**src/rtl/mips_pkg.sv**
```systemverilog
// Shared MIPS definitions: funct codes used by decode and by the HI/LO unit,
// plus the HI/LO multiply/divide state encoding.
package mips_pkg;

  localparam logic [5:0] FUNCT_MFHI  = 6'b010000;
  localparam logic [5:0] FUNCT_MTHI  = 6'b010001;
  localparam logic [5:0] FUNCT_MFLO  = 6'b010010;
  localparam logic [5:0] FUNCT_MTLO  = 6'b010011;
  localparam logic [5:0] FUNCT_MULT  = 6'b011000;
  localparam logic [5:0] FUNCT_MULTU = 6'b011001;
  localparam logic [5:0] FUNCT_DIV   = 6'b011010;
  localparam logic [5:0] FUNCT_DIVU  = 6'b011011;

  typedef enum logic [1:0] {
    ST_IDLE  = 2'd0,
    ST_MULT  = 2'd1,
    ST_DIV   = 2'd2,
    ST_FIXUP = 2'd3
  } hi_lo_state_t;

  // Two's-complement magnitude of a 32-bit value. 0x80000000 maps to itself,
  // which is the correct unsigned magnitude.
  function automatic logic [31:0] mag32(input logic [31:0] v);
    mag32 = v[31] ? (~v + 32'd1) : v;
  endfunction

endpackage

```
**src/rtl/hi_lo_mult_div_sign_fixup.sv**
```systemverilog
// Combinational sign correction: turns the unsigned multiply/divide result
// held by the iteration datapath into the architectural HI/LO values.
module hi_lo_mult_div_sign_fixup #(
  parameter int WIDTH = 32
) (
  input  logic [2*WIDTH-1:0] prod_mag,
  input  logic [WIDTH-1:0]   quot_mag,
  input  logic [WIDTH-1:0]   rem_mag,
  input  logic [WIDTH-1:0]   orig_a,
  input  logic               neg_a,
  input  logic               neg_b,
  input  logic               is_signed,
  input  logic               is_div,
  input  logic               div_zero,
  output logic [WIDTH-1:0]   hi_res,
  output logic [WIDTH-1:0]   lo_res
);

  logic [2*WIDTH-1:0] prod_neg;
  logic [WIDTH-1:0]   quot_neg;
  logic [WIDTH-1:0]   rem_neg;
  logic               signs_differ;

  assign prod_neg     = ~prod_mag + {{(2*WIDTH-1){1'b0}}, 1'b1};
  assign quot_neg     = ~quot_mag + {{(WIDTH-1){1'b0}}, 1'b1};
  assign rem_neg      = ~rem_mag + {{(WIDTH-1){1'b0}}, 1'b1};
  assign signs_differ = is_signed & (neg_a ^ neg_b);

  // Select product, divide-by-zero pattern, or signed quotient/remainder.
  always_comb begin
    hi_res = '0;
    lo_res = '0;
    if (!is_div) begin
      {hi_res, lo_res} = signs_differ ? prod_neg : prod_mag;
    end else if (div_zero) begin
      // Divide by zero: all-ones quotient, dividend passed through untouched.
      lo_res = '1;
      hi_res = orig_a;
    end else begin
      lo_res = signs_differ ? quot_neg : quot_mag;
      // Remainder follows the dividend's sign.
      hi_res = (is_signed && neg_a) ? rem_neg : rem_mag;
    end
  end

endmodule

```
**src/rtl/hi_lo_mult_div.sv**
```systemverilog
// Iterative multiply/divide unit owning the HI and LO registers.
// Handshake: start is sampled on a rising edge and accepted only while busy
// is low (state IDLE); while busy it is ignored and never queued. MULT/DIV
// codes raise busy for 33 cycles, then done pulses for one cycle with HI/LO
// already committed; a new start may be accepted in that same done cycle.
// MTHI/MTLO write in the accepting edge without raising busy or done.
module hi_lo_mult_div #(
  parameter int WIDTH = 32
) (
  input  logic             clk,
  input  logic             reset_n,
  input  logic             start,
  input  logic [5:0]       ALU_function,
  input  logic [WIDTH-1:0] operand_A,
  input  logic [WIDTH-1:0] operand_B,
  output logic             busy,
  output logic             done,
  output logic [WIDTH-1:0] hi,
  output logic [WIDTH-1:0] lo
);
  import mips_pkg::*;

  localparam int CW = 5;
  localparam logic [CW-1:0] CNT_LOAD = CW'(WIDTH - 1);

  // state_q is the observable FSM state for checkers.
  hi_lo_state_t       state_q, state_d;
  logic [CW-1:0]      cnt_q, cnt_d;
  // acc_q: 64-bit product accumulator; low 33 bits are the partial remainder
  // during a divide.
  logic [2*WIDTH-1:0] acc_q, acc_d;
  // op_a_q: multiplicand magnitude, or dividend shifting out / quotient in.
  logic [WIDTH-1:0]   op_a_q, op_a_d;
  // op_b_q: multiplier shifting right, or divisor magnitude.
  logic [WIDTH-1:0]   op_b_q, op_b_d;
  logic [WIDTH-1:0]   orig_a_q, orig_a_d;
  logic               neg_a_q, neg_a_d;
  logic               neg_b_q, neg_b_d;
  logic               signed_q, signed_d;
  logic               is_div_q, is_div_d;
  logic               div_zero_q, div_zero_d;
  logic [WIDTH-1:0]   hi_q, hi_d;
  logic [WIDTH-1:0]   lo_q, lo_d;
  logic               done_q, done_d;

  logic [WIDTH:0]     mult_sum;
  logic [WIDTH:0]     div_shift;
  logic [WIDTH+1:0]   div_diff;
  logic               div_ok;
  logic [WIDTH-1:0]   fix_hi;
  logic [WIDTH-1:0]   fix_lo;
  logic               op_signed;

  // Shift-add step: add multiplicand into the upper half when the current
  // multiplier bit is set; the whole accumulator then shifts right.
  assign mult_sum = {1'b0, acc_q[2*WIDTH-1:WIDTH]}
                  + (op_b_q[0] ? {1'b0, op_a_q} : {(WIDTH+1){1'b0}});

  // Restoring step: bring in the next dividend bit and trial-subtract.
  assign div_shift = {acc_q[WIDTH-1:0], op_a_q[WIDTH-1]};
  assign div_diff  = {1'b0, div_shift} - {2'b00, op_b_q};
  assign div_ok    = ~div_diff[WIDTH+1];

  assign op_signed = (ALU_function == FUNCT_MULT) || (ALU_function == FUNCT_DIV);

  hi_lo_mult_div_sign_fixup #(.WIDTH(WIDTH)) u_fixup (
    .prod_mag  (acc_q),
    .quot_mag  (op_a_q),
    .rem_mag   (acc_q[WIDTH-1:0]),
    .orig_a    (orig_a_q),
    .neg_a     (neg_a_q),
    .neg_b     (neg_b_q),
    .is_signed (signed_q),
    .is_div    (is_div_q),
    .div_zero  (div_zero_q),
    .hi_res    (fix_hi),
    .lo_res    (fix_lo)
  );

  // Next-state and datapath: accept in IDLE, iterate, then commit in FIXUP.
  always_comb begin
    state_d    = state_q;
    cnt_d      = cnt_q;
    acc_d      = acc_q;
    op_a_d     = op_a_q;
    op_b_d     = op_b_q;
    orig_a_d   = orig_a_q;
    neg_a_d    = neg_a_q;
    neg_b_d    = neg_b_q;
    signed_d   = signed_q;
    is_div_d   = is_div_q;
    div_zero_d = div_zero_q;
    hi_d       = hi_q;
    lo_d       = lo_q;
    done_d     = 1'b0;
    case (state_q)
      ST_IDLE: begin
        if (start) begin
          case (ALU_function)
            FUNCT_MULT, FUNCT_MULTU, FUNCT_DIV, FUNCT_DIVU: begin
              signed_d   = op_signed;
              op_a_d     = op_signed ? mag32(operand_A) : operand_A;
              op_b_d     = op_signed ? mag32(operand_B) : operand_B;
              neg_a_d    = op_signed & operand_A[WIDTH-1];
              neg_b_d    = op_signed & operand_B[WIDTH-1];
              orig_a_d   = operand_A;
              is_div_d   = (ALU_function == FUNCT_DIV) || (ALU_function == FUNCT_DIVU);
              div_zero_d = is_div_d && (operand_B == '0);
              acc_d      = '0;
              cnt_d      = CNT_LOAD;
              state_d    = is_div_d ? ST_DIV : ST_MULT;
            end
            FUNCT_MTHI: hi_d = operand_A;
            FUNCT_MTLO: lo_d = operand_A;
            default: ;
          endcase
        end
      end
      ST_MULT: begin
        acc_d  = {mult_sum, acc_q[WIDTH-1:1]};
        op_b_d = {1'b0, op_b_q[WIDTH-1:1]};
        cnt_d  = cnt_q - 1'b1;
        if (cnt_q == '0) state_d = ST_FIXUP;
      end
      ST_DIV: begin
        acc_d  = {{(WIDTH-1){1'b0}}, (div_ok ? div_diff[WIDTH:0] : div_shift)};
        op_a_d = {op_a_q[WIDTH-2:0], div_ok};
        cnt_d  = cnt_q - 1'b1;
        if (cnt_q == '0) state_d = ST_FIXUP;
      end
      ST_FIXUP: begin
        hi_d    = fix_hi;
        lo_d    = fix_lo;
        done_d  = 1'b1;
        state_d = ST_IDLE;
      end
      default: state_d = ST_IDLE;
    endcase
  end

  // State and datapath registers; reset aborts any operation in flight.
  always_ff @(posedge clk or negedge reset_n) begin
    if (!reset_n) begin
      state_q    <= ST_IDLE;
      cnt_q      <= '0;
      acc_q      <= '0;
      op_a_q     <= '0;
      op_b_q     <= '0;
      orig_a_q   <= '0;
      neg_a_q    <= 1'b0;
      neg_b_q    <= 1'b0;
      signed_q   <= 1'b0;
      is_div_q   <= 1'b0;
      div_zero_q <= 1'b0;
      hi_q       <= '0;
      lo_q       <= '0;
      done_q     <= 1'b0;
    end else begin
      state_q    <= state_d;
      cnt_q      <= cnt_d;
      acc_q      <= acc_d;
      op_a_q     <= op_a_d;
      op_b_q     <= op_b_d;
      orig_a_q   <= orig_a_d;
      neg_a_q    <= neg_a_d;
      neg_b_q    <= neg_b_d;
      signed_q   <= signed_d;
      is_div_q   <= is_div_d;
      div_zero_q <= div_zero_d;
      hi_q       <= hi_d;
      lo_q       <= lo_d;
      done_q     <= done_d;
    end
  end

  assign busy = (state_q != ST_IDLE);
  assign done = done_q;
  assign hi   = hi_q;
  assign lo   = lo_q;

endmodule
```
**config.mk**
```make
export PLATFORM = sky130hd
export DESIGN_NAME = hi_lo_mult_div
export DESIGN_NICKNAME = d
export VERILOG_FILES = /design/src/rtl/mips_pkg.sv /design/src/rtl/hi_lo_mult_div_sign_fixup.sv /design/src/rtl/hi_lo_mult_div.sv
export SDC_FILE = /design/constraint.sdc
export NUM_CORES = 1
export LEC_CHECK = 0
export CORE_MARGIN = 8
export CORE_UTILIZATION = 40
export CTS_CLUSTER_SIZE = 14
export DETAILED_ROUTE_END_ITERATION = 8
export PLACE_DENSITY = 0.59
export SLEW_MARGIN = 20
export SYNTH_ARGS = -nofsm -noshare
export SYNTH_HDL_FRONTEND = slang
export SYNTH_SLANG_ARGS = --single-unit
```
**constraint.sdc**
```tcl
create_clock -name clk -period 3.3 [get_ports clk]
set_input_delay 0.66 -clock clk [delete_from_list [all_inputs] [get_ports clk]]
set_output_delay 0.66 -clock clk [all_outputs]
set_load 0.005 [all_outputs]
```
==> impl_metrics.yaml, run 1 <==
worst_setup_path:
  cp_common_cell: "buf_4"
  cp-start-kind: "register"
  crit_slowest_cell: "or4_4"
  cp_max_fo: 7
  worstSetupEndpointType: "register"
  reg2reg_to: "hi[0]$_DFFE_PN0P_"
  path_delay_family: "simple AND/OR/NAND/NOR gates"
  required_ns: 3.75
  path_class: "reg2reg"
  crit_buf_inv: 2
  crit_path_cell_trace: "or4_4 -> or4_1 -> buf_4 -> or3_1 -> buf_4 -> o31ai_1 -> xnor2_1 -> o211ai_1 -> a31oi_1"
  critical-path-max-stage-delay_ns: 0.56
  reg2reg_depth: 9
  arrival_ns: 3.62
  regToRegSetupSlack_ns: 0.13
  r2r-start: "acc_q[16]$_DFFE_PN0P_"
synthesis:
  ys_top_cells_by_area: "dfrtp_1 (31%), nand2_1 (6.8%), o21ai_0 (6.4%), xnor2_1 (6.2%), ha_1 (4.9%)"
  synth_edf_count: 0
  async_flop_share_pct: 100
  ys_types: 80
  synth_top_family_by_area: "compound AO/OA/AOI/OAI gates"
  yosysMostFrequentCell: "nand2_1"
  synth_area_um2: 19000
  yosysTopAreaCellShare_pct: 31.3
  yosysTopAreaCell: "dfrtp_1"
  synthAdderAreaFrac_pct: 5.16
  synth_mux_area_share_pct: 2.60
  synthTopCellsByCount: "nand2_1 (346), o21ai_0 (243), dfrtp_1 (237)"
  synth_flop_cell: "dfrtp_1"
  ys.warnings.count: 0
  ys_ff_latch: 237
  avgSynthCellArea_um2: 7.83
  synth_nets: 2571
  syn_inst: 2421
  synth-simple-area-share_pct: 20.3
  synth_xor_area_share_pct: 10.3
  synth_compound_area_share_pct: 25.4
  yosysSeqAreaShare_pct: 31.3
power_and_ir_drop:
  switching_power_w: 0.0113
  power_density_nw_per_um2: 980
  p_clk_share_pct: 14.6
  p_leak_nw: 10.1
  combPwrFrac_pct: 62.3
  p_seq_share_pct: 23.2
  intPower_w: 0.0115
  ir_worst_vdd_mv: 0.591
  switching_share_pct: 49.6
clock_tree:
  numCtsBuffers: 30
  cts.sinks: 237
  cts_buffer_depth: 3
  cts-root-buf: "clkbuf_16"
  clock_latency_ns: 0.60
  cts_hold_buf: 0
  cts.clk_slew.worst_paths_ns: 0.06
  cts_tree: "built"
  htreeDepth: 1
sta:
  slew_headroom_pct: 32.1
  whs_ns: 0.0351
  worst_pin_slew_ns: 1.02
  period_minus_slack_ns: 3.17
  final-hold-violation-count: 0
  finClkSkew_ns: 0.0276
  fin_tns_setup_ns: 0
  report.final.slew_viol_count: 0
  report.final.setup_viol: 0
  fin_crit_sh_pct: 96.1
  max_freq_ghz: 0.315
flow_run:
  maxCapViolations: 0
floorplanning:
  fp.dieH_um: 234
  io-pin-count: 139
  die_w_um: 234
  start_util_pct: 40.7
  row_count: 79
  die_area_um2: 54600
  core_um2: 46700
route:
  vias_per_cell: 6.05
  route.detailed.drc: 0
  drtIter0Drc: 1852
  drtPass1Iterations: 6
  vias: 19688
  wl_mm: 77.1
  wl_per_cell_um: 23.7
  ant_nets: 0
layout:
  drive_above_1_share_pct: 11.6
  seqCellArea_um2: 5930
  multi_input_area_um2: 12200
  fillers: 4655
  final_util_pct: 49.7
  area_growth_syn_to_layout_pct: 22.3
  nets: 2775
  diodes: 0
global_routing:
  grt.overflow.total: 0
  grt_max_degree: 74
  antenna_found_initial: 2
  grt_pass1_vias: 18753
  track_usage_pct: 27.5
  grt_pass1_wl_mm: 117
placement:
  hpwl_mm: 58.9
  port_buffers: 138
  gp_congestion: 0.984
outcome:
  status: "completed"
hold_path:
  hold_class: "in2async"
## state kept, by name, indices dropped and copies added (netlist names)
register	count
orig_a_q	32
lo	32
cnt_q	5
neg_b_q	1
op_b_q	32
hi	32
acc_q	64
op_a_q	32
signed_q	1
is_div_q	1
div_zero_q	1
done	1
neg_a_q	1
state_q	2
## metrics by stage
| step | total power [W] | setup WS (ns) | instances | area [um2] |
|---|---|---|---|---|
| after floorplan | 0.0132 | 0.209 | 2421 | 19000 |
| after global placement | 0.0190 | -0.0243 | 3199 | 22200 |
| after detailed placement | 0.0191 | -0.0372 | 3199 | 22200 |
| after CTS | 0.0225 | 0.0425 | 3252 | 23200 |
| after global routing | 0.0242 | -0.0387 | 3253 | 23200 |
| final | 0.0228 | 0.129 | 3253 | 23200 |
## worst max path at each step
stage / startpoint / endpoint / slack (ns) / cells past startpoint
2_1_floorplan: acc_q[18]$_DFFE_PN0P_ / hi[29]$_DFFE_PN0P_ / 0.21 / 11
6_report: acc_q[16]$_DFFE_PN0P_ / hi[0]$_DFFE_PN0P_ / 0.13 / 9
3_5_place_dp: operand_A[4] / op_a_q[27]$_DFFE_PN0P_ / -0.04 / 10
3_3_place_gp: operand_A[4] / op_a_q[27]$_DFFE_PN0P_ / -0.02 / 10
5_1_grt: op_b_q[0]$_DFFE_PN0P_ / acc_q[59]$_DFFE_PN0P_ / -0.04 / 12
4_1_cts: op_b_q[0]$_DFFE_PN0P_ / acc_q[32]$_DFFE_PN0P_ / 0.04 / 12
## worst reg2reg max path, cell delays in order (launching register included)
cell and delay, ns:
dfrtp_1 0.38, or4_4 0.56, or4_1 0.44, buf_4 0.18, or3_1 0.42, buf_4 0.18, o31ai_1 0.33, xnor2_1 0.16
o211ai_1 0.28, a31oi_1 0.12
## cell usage in the layout (no fill, tap or decap), types with 19 or more instances in the layout
cell / instances
a21o_1: 31
a21oi_1: 169
a22oi_1: 34
a31oi_1: 54
and2_1: 43
and3_1: 24
buf_4: 199
clkbuf_16: 31
clkdlybuf4s50_1: 137
dfrtp_1: 236
ha_1: 73
inv_1: 66
mux2i_1: 47
nand2_1: 345
nand3_1: 35
nand4_1: 19
nor2_1: 170
nor3_1: 59
nor4_1: 21
o211ai_1: 29
o21ai_0: 240
o221ai_1: 24
o31ai_1: 39
or3_1: 23
xnor2_1: 134
xor2_1: 88
## kinds of logic (layout without fill, tap and decap cells)
logic type                 count (synthesis)  in the layout
AOI/OAI and AO/OA                        767            767
xor gates and xnor gates                 223            223
adders and majority gates                 77             77
buffers and inverters                    245            470
DFF                                      237            237
muxes                                     49             49
and+or+nand+nor                          823            823
## cell type report
type	count	area share (%)
clock inverters	11	0.388
repair buffers	349	13.4
well taps	607	3.27
multi-input cells	1939	52.5
flip-flops and latches	237	25.6
clock buffers	42	3.74
inverters	68	1.10
## power groups by stage
stage	clock (W)	sequential [W]	combinational, W
floorplan	0	0.00487	0.00832
global placement	0	0.00527	0.0137
detailed placement	0	0.00527	0.0139
CTS	0.00335	0.00524	0.0139
global route	0.00346	0.00540	0.0153
finish	0.00331	0.00527	0.0142
## what timing repair did
item                       CTS  global route
setup endpoints to repair    0            44
buffers inserted             0             1
gates resized for setup      0            14
## per-layer routing
metal | wire [um] | track usage (%) | up-vias
met5 | 0 | 0 | -
met4 | 2740 | 9.50 | 0
met3 | 6140 | 4.40 | 142
met2 | 33900 | 42.7 | 883
met1 | 34400 | 38.5 | 9555
li1 | - | - | 9108
(Power assumes the default switching activity.)
==> run 2: changes to the inputs <==
--- a/config.mk
+++ b/config.mk
@@ -6,10 +6,11 @@
 export NUM_CORES = 1
 export LEC_CHECK = 0
 export CORE_MARGIN = 8
-export CORE_UTILIZATION = 40
+export CORE_UTILIZATION = 35
+export CTS_BUF_LIST = sky130_fd_sc_hd__clkbuf_8
 export CTS_CLUSTER_SIZE = 14
 export DETAILED_ROUTE_END_ITERATION = 8
-export PLACE_DENSITY = 0.59
+export PLACE_DENSITY = 0.51
 export SLEW_MARGIN = 20
 export SYNTH_ARGS = -nofsm -noshare
 export SYNTH_HDL_FRONTEND = slang
==> constraint.sdc (replaced) <==
create_clock -name clk -period 2.95 [get_ports clk]
set_input_delay 0.59 -clock clk [delete_from_list [all_inputs] [get_ports clk]]
set_output_delay 0.59 -clock clk [all_outputs]
set_load 0.005 [all_outputs]
==> run 2 against run 1 <==
  * The flow now finishes with violations (negative setup slack)
  * Clock power rose by 16%
  * Global-route usage fell by 2.1 points
  * Sequential power rose by 11%
  * Routed wire length rose by 7.3%
  * Largest power group unchanged
==> impl_metrics.yaml, run 2 (synthesis results as in run 1) <==
worst_setup_path:
  worstSetupEndpointType: "register"
  path_class: "reg2reg"
  cp-start-kind: "register"
  cp_max_fo: 6
  required_ns: 3.47
  arrival_ns: 3.56
route:
  ant_nets: 0
  vias_per_cell: 5.76
  route.detailed.drc: 0
  drtIter0Drc: 1993
  wl_mm: 82.7
  wl_per_cell_um: 23.3
  drtPass1Iterations: 5
  vias: 20407
global_routing:
  met2_usage_pct: 39.7
  antenna_found_initial: 1
  grt_pass1_vias: 19586
  grtUsageMet3_pct: 4.34
  track_usage_pct: 25.4
  grt_max_degree: 83
  use_met1_pct: 35.4
  top_usage_layer: "met2"
  grt_pass1_wl_mm: 124
  grt.overflow.total: 0
power_and_ir_drop:
  combPwrFrac_pct: 65.8
  p_seq_share_pct: 20.6
  switching_power_w: 0.0136
  intPower_w: 0.0146
  power_density_nw_per_um2: 1100
  switching_share_pct: 48.2
  ir_worst_vdd_mv: 1.01
  p_leak_nw: 11.3
  p_clk_share_pct: 13.6
floorplanning:
  io-pin-count: 139
  fp.dieH_um: 249
  row_count: 85
  start_util_pct: 35.3
  core_um2: 53700
  die_area_um2: 61900
  die_w_um: 249
clock_tree:
  htreeDepth: 2
  cts.clk_slew.worst_paths_ns: 0.06
  numCtsBuffers: 48
  clock_latency_ns: 0.65
  cts_tree: "built"
  cts.sinks: 237
  cts-root-buf: "clkbuf_8"
  cts_buffer_depth: 3
layout:
  drive_above_1_share_pct: 21.3
  area_growth_syn_to_layout_pct: 35.3
  largest_reg_flops: 64
  layout_commonest_cell: "buf_4"
  layout_common_cells: "buf_4 (345), nand2_1 (342), dfrtp_1 (235)"
  nets: 2960
  multi_input_area_um2: 13000
  top_register: "acc_q"
  seqCellArea_um2: 5930
  fillers: 5265
sta:
  report.final.setup_viol: 9
  final-hold-violation-count: 0
  period_minus_slack_ns: 3.04
  report.final.slew_viol_count: 0
  slew_headroom_pct: 26.9
  fin_ws_ns: -0.0890
  worst_pin_slew_ns: 1.09
  max_freq_ghz: 0.329
  fin_crit_sh_pct: 103
  fin_tns_setup_ns: -0.621
  finClkSkew_ns: 0.0367
  rsz0062_at_grt: "true"
outcome:
  violations: "negative setup slack"
  status: "complete, but fails checks"
flow_run:
  maxCapViolations: 0
placement:
  port_buffers: 138
  hpwl_mm: 62.6
  place_ws_ns: -0.324
  gp_congestion: 0.940
hold_path:
  hold_class: "reg2reg"
[run 2: cell types whose count changed in the layout (fill, tap and decap cells not counted), sizes merged]
cell         delta
dlygate4sd3     +1
buf           +165
diode           +1
clkbuf         +28
clkinv          -1
clkinvlp        -1
bufbuf          +1
inv             +6
[run 2: path summary, 6_finish.rpt]
check	endpoint	slack (ns)	cells after the start	start
setup / recovery	hi[13]$_DFFE_PN0P_	-0.09	9	acc_q[26]$_DFFE_PN0P_
hold / removal	lo[7]$_DFFE_PN0P_	0.47	2	lo[7]$_DFFE_PN0P_
setup reg to reg	hi[13]$_DFFE_PN0P_	-0.09	9	acc_q[26]$_DFFE_PN0P_
hold reg to reg	lo[7]$_DFFE_PN0P_	0.47	2	lo[7]$_DFFE_PN0P_
max in group asynchronous	orig_a_q[5]$_DFFE_PN0P_	1.60	3	reset_n
min in group asynchronous	acc_q[62]$_DFFE_PN0P_	0.50	2	reset_n
[run 2: cell type report]
class,instances,share of cell area [%]
antenna,1,0.00975
clock buffer,70,3.75
clock inverter,15,0.356
inverter,68,0.994
multi-input combinational,1939,50.5
sequential,237,23.1
tap,696,3.39
timing repair buffer,516,17.9
[run 2: what timing repair did]
| item | CTS | global route |
|---|---|---|
| hold buffers | 1 | 0 |
| endpoints found under the hold margin | 62 | 0 |
| resized for setup | 65 | 110 |
| pin swaps | 19 | 60 |
| endpoints found under the setup margin | 60 | 82 |
| buffers inserted | 5 | 14 |
| gates cloned | 2 | 0 |
[run 2: worst max-delay path, cell delays in order (launching register included)]
cell	delay [ns]
dfrtp_1	0.39
or4_4	0.54
or4_4	0.46
or4_4	0.64
buf_4	0.18
buf_6	0.11
nor3_4	0.11
mux2_4	0.31
o21ai_1	0.12
o21ai_0	0.09
[run 2: power by group through the flow]
stage	Combinational, W	Clock [W]	Sequential [W]
6_report	0.0186	0.00384	0.00583
5_1_grt	0.0200	0.00405	0.00597
4_1_cts	0.0176	0.00393	0.00578
3_5_place_dp	0.0171	0	0.00580
3_3_place_gp	0.0169	0	0.00578
2_1_floorplan	0.00931	0	0.00545
[run 2: through the flow]
step                      util (%)  cell area [um2]  hold WS (ns)  instances  power (W)
after global placement        43.9            23600         0.455       3437     0.0227
after CTS                     46.6            25000         0.473       3529     0.0273
after floorplan                  -            19000         0.294       2421     0.0148
final                         47.8            25700         0.466       3542     0.0283
after global routing          47.8            25700         0.483       3542     0.0300
after detailed placement      43.9            23600         0.460       3437     0.0229
[run 2: layer usage]
layer | vias up | routed length, um
met5 | - | 0
met4 | 0 | 2710
met3 | 130 | 5430
met2 | 773 | 36700
met1 | 10020 | 37800
li1 | 9484 | -
==> run 3: changes to the inputs <==
--- a/config.mk
+++ b/config.mk
@@ -14,4 +14,5 @@
 export SLEW_MARGIN = 20
 export SYNTH_ARGS = -nofsm -noshare
 export SYNTH_HDL_FRONTEND = slang
+export SYNTH_HIERARCHICAL = 1
 export SYNTH_SLANG_ARGS = --single-unit
==> run 3 against run 2 <==
  * Critical endpoint is now acc_q[59]$_DFFE_PN0P_
  * Sequential power is 3% higher
  * Utilization is 1.5 points higher
  * The flow still finishes with violations (negative setup slack)
  * First-iteration DRC count is 7.0% lower
  * Total power is 28% higher
  * Critical path depth is 3 higher
  * Fmax is 0.36% lower
==> impl_metrics.yaml, run 3 <==
outcome:
  status: "complete, but fails checks"
  violations: "negative setup slack"
sta:
  fin_crit_sh_pct: 103
  worst_pin_slew_ns: 0.813
  slew_headroom_pct: 45.8
  rsz0062_at_grt: "true"
  finClkSkew_ns: 0.0531
  max_freq_ghz: 0.328
  fin_ws_ns: -0.0999
  fin_tns_setup_ns: -0.593
  report.final.setup_viol: 11
  period_minus_slack_ns: 3.05
  final-hold-violation-count: 0
  report.final.slew_viol_count: 0
floorplanning:
  start_util_pct: 35.2
  io-pin-count: 139
  core_um2: 54700
  die_w_um: 250
  die_area_um2: 62700
  row_count: 86
  fp.dieH_um: 250
clock_tree:
  clock_latency_ns: 0.67
  cts_tree: "built"
  cts_buffer_depth: 3
  cts-root-buf: "clkbuf_8"
  htreeDepth: 2
  cts.clk_slew.worst_paths_ns: 0.06
  numCtsBuffers: 46
  cts.sinks: 237
worst_setup_path:
  cp_max_fo: 6
  regToRegSetupSlack_ns: -0.1
  reg2reg_depth: 12
  path_class: "reg2reg"
  arrival_ns: 3.60
  cp-start-kind: "register"
  worstSetupEndpointType: "register"
  r2r-start: "op_b_q[0]$_DFFE_PN0P_"
  reg2reg_to: "acc_q[59]$_DFFE_PN0P_"
  startpoint: "op_b_q[0]$_DFFE_PN0P_"
  worstSetupEndpoint: "acc_q[59]$_DFFE_PN0P_"
  required_ns: 3.50
synthesis:
  yosysTopAreaCell: "dfrtp_1"
  async_flop_share_pct: 100
  syn_inst: 2440
  synth_nets: 2591
  synthTopCellsByCount: "nand2_1 (315), a21oi_1 (275), o21ai_0 (251)"
  yosysTopAreaCellShare_pct: 30.8
  yosysMostFrequentCell: "nand2_1"
  avgSynthCellArea_um2: 7.88
  yosysSeqAreaShare_pct: 30.8
  ys_top_cells_by_area: "dfrtp_1 (31%), a21oi_1 (7.2%), o21ai_0 (6.5%), nand2_1 (6.1%), xnor2_1 (5.6%)"
  synth_edf_count: 0
  synth_area_um2: 19200
  ys_types: 98
  ys.warnings.count: 6
  ys_ff_latch: 237
  synth_flop_cell: "dfrtp_1"
hold_path:
  worstHoldStart: "orig_a_q[2]$_DFFE_PN0P_"
  hold_class: "reg2reg"
route:
  drtIter0Drc: 1853
  wl_mm: 85.4
  drtPass1Iterations: 6
  ant_nets: 0
  wl_per_cell_um: 23.0
  vias: 21144
  route.detailed.drc: 0
  vias_per_cell: 5.71
global_routing:
  grt_max_degree: 77
  grt.overflow.total: 0
  track_usage_pct: 26.0
  antenna_found_initial: 3
  grt_pass1_wl_mm: 128
  grt_pass1_vias: 20791
placement:
  hpwl_mm: 65.9
  port_buffers: 138
  gp_congestion: 0.944
  place_ws_ns: -0.352
power_and_ir_drop:
  p_leak_nw: 11.8
  power_density_nw_per_um2: 1340
  ir_worst_vdd_mv: 0.917
layout:
  area_growth_syn_to_layout_pct: 40.1
  layout_commonest_cell: "buf_4"
  layout_common_cells: "buf_4 (443), nand2_1 (312), a21oi_1 (253)"
  drive_above_1_share_pct: 25.4
  largest_reg_flops: 64
  multi_input_area_um2: 13500
  nets: 3121
  fillers: 5371
  seqCellArea_um2: 5950
  top_register: "acc_q"
flow_run:
  maxCapViolations: 0
## run 3: worst min-delay path by stage
stage,endpoint,cells after the start
after floorplan,acc_q[0]$_DFFE_PN0P_,0
after global placement,orig_a_q[21]$_DFFE_PN0P_,2
after detailed placement,orig_a_q[2]$_DFFE_PN0P_,2
after CTS,orig_a_q[2]$_DFFE_PN0P_,2
after global routing,lo[24]$_DFFE_PN0P_,2
final,orig_a_q[2]$_DFFE_PN0P_,2
## run 3: area by class of cell
cell class              count  share of cell area, %
well taps                 704                   3.27
repair buffers            620                   19.9
inverters                  75                   1.06
diodes                      1                0.00929
clock buffers              54                   2.76
clock inverters            22                  0.627
flip-flops and latches    237                   22.1
multi-input cells        1990                   50.3
## run 3: metal layers
metal	track usage [%]	routed length, um	share of wire, %
met5	0	9	0.011
met4	12.1	4150	4.9
met3	4.02	5940	7.0
met2	40.9	38200	45
met1	34.9	37100	43
## run 3: logic make-up (layout without fill, tap and decap cells)
family                   after synthesis  after routing  share of synthesized area, %
multiplexers                          50             50                          2.63
AO/OA/AOI/OAI                        848            848                          27.0
buffers and inverters                213            771                          4.28
XOR/XNOR                             205            205                          9.34
other                                  0              1                             0
adder cells (fa/ha/maj)               78             78                          5.15
flip-flops                           237            237                          30.8
AND/OR/NAND/NOR                      809            809                          20.8
## run 3: per-stage QoR
step           instance area, um2  utilization, %  cells  total power, W  hold WS, ns
6_report                    26900            49.3   3703          0.0361        0.481
2_1_floorplan               19200               -   2440          0.0178        0.294
4_1_cts                     26000            47.6   3679          0.0340        0.481
5_1_grt                     26900            49.3   3702          0.0382        0.498
3_5_place_dp                24700            45.1   3590          0.0299        0.457
3_3_place_gp                24700            45.1   3590          0.0297        0.461
## run 3: repair_timing
action	in CTS	in global routing
pin swaps	29	64
hold buffers	1	0
resized for setup	61	148
endpoints found under the hold margin	56	0
cloned	0	3
setup buffers	13	23
setup endpoints to repair	42	75
## run 3: report_power, final
part,switching [W],total [W],internal [W]
sequential,0.00135,0.00600,0.00466
combinational,0.0148,0.0266,0.0118
clock,0.00165,0.00349,0.00184
total,0.0178,0.0361,0.0183
## run 3: critical path: stages (launching register included)
cell and delay, ns:
dfrtp_2 0.49, and2_4 0.17, ha_4 0.16, fa_2 0.42
a211oi_4 0.24, o21ai_2 0.13, a211oi_4 0.35, o221ai_4 0.21
a31oi_4 0.23, o31ai_4 0.11, buf_4 0.16, xor2_1 0.13
a22o_1 0.19
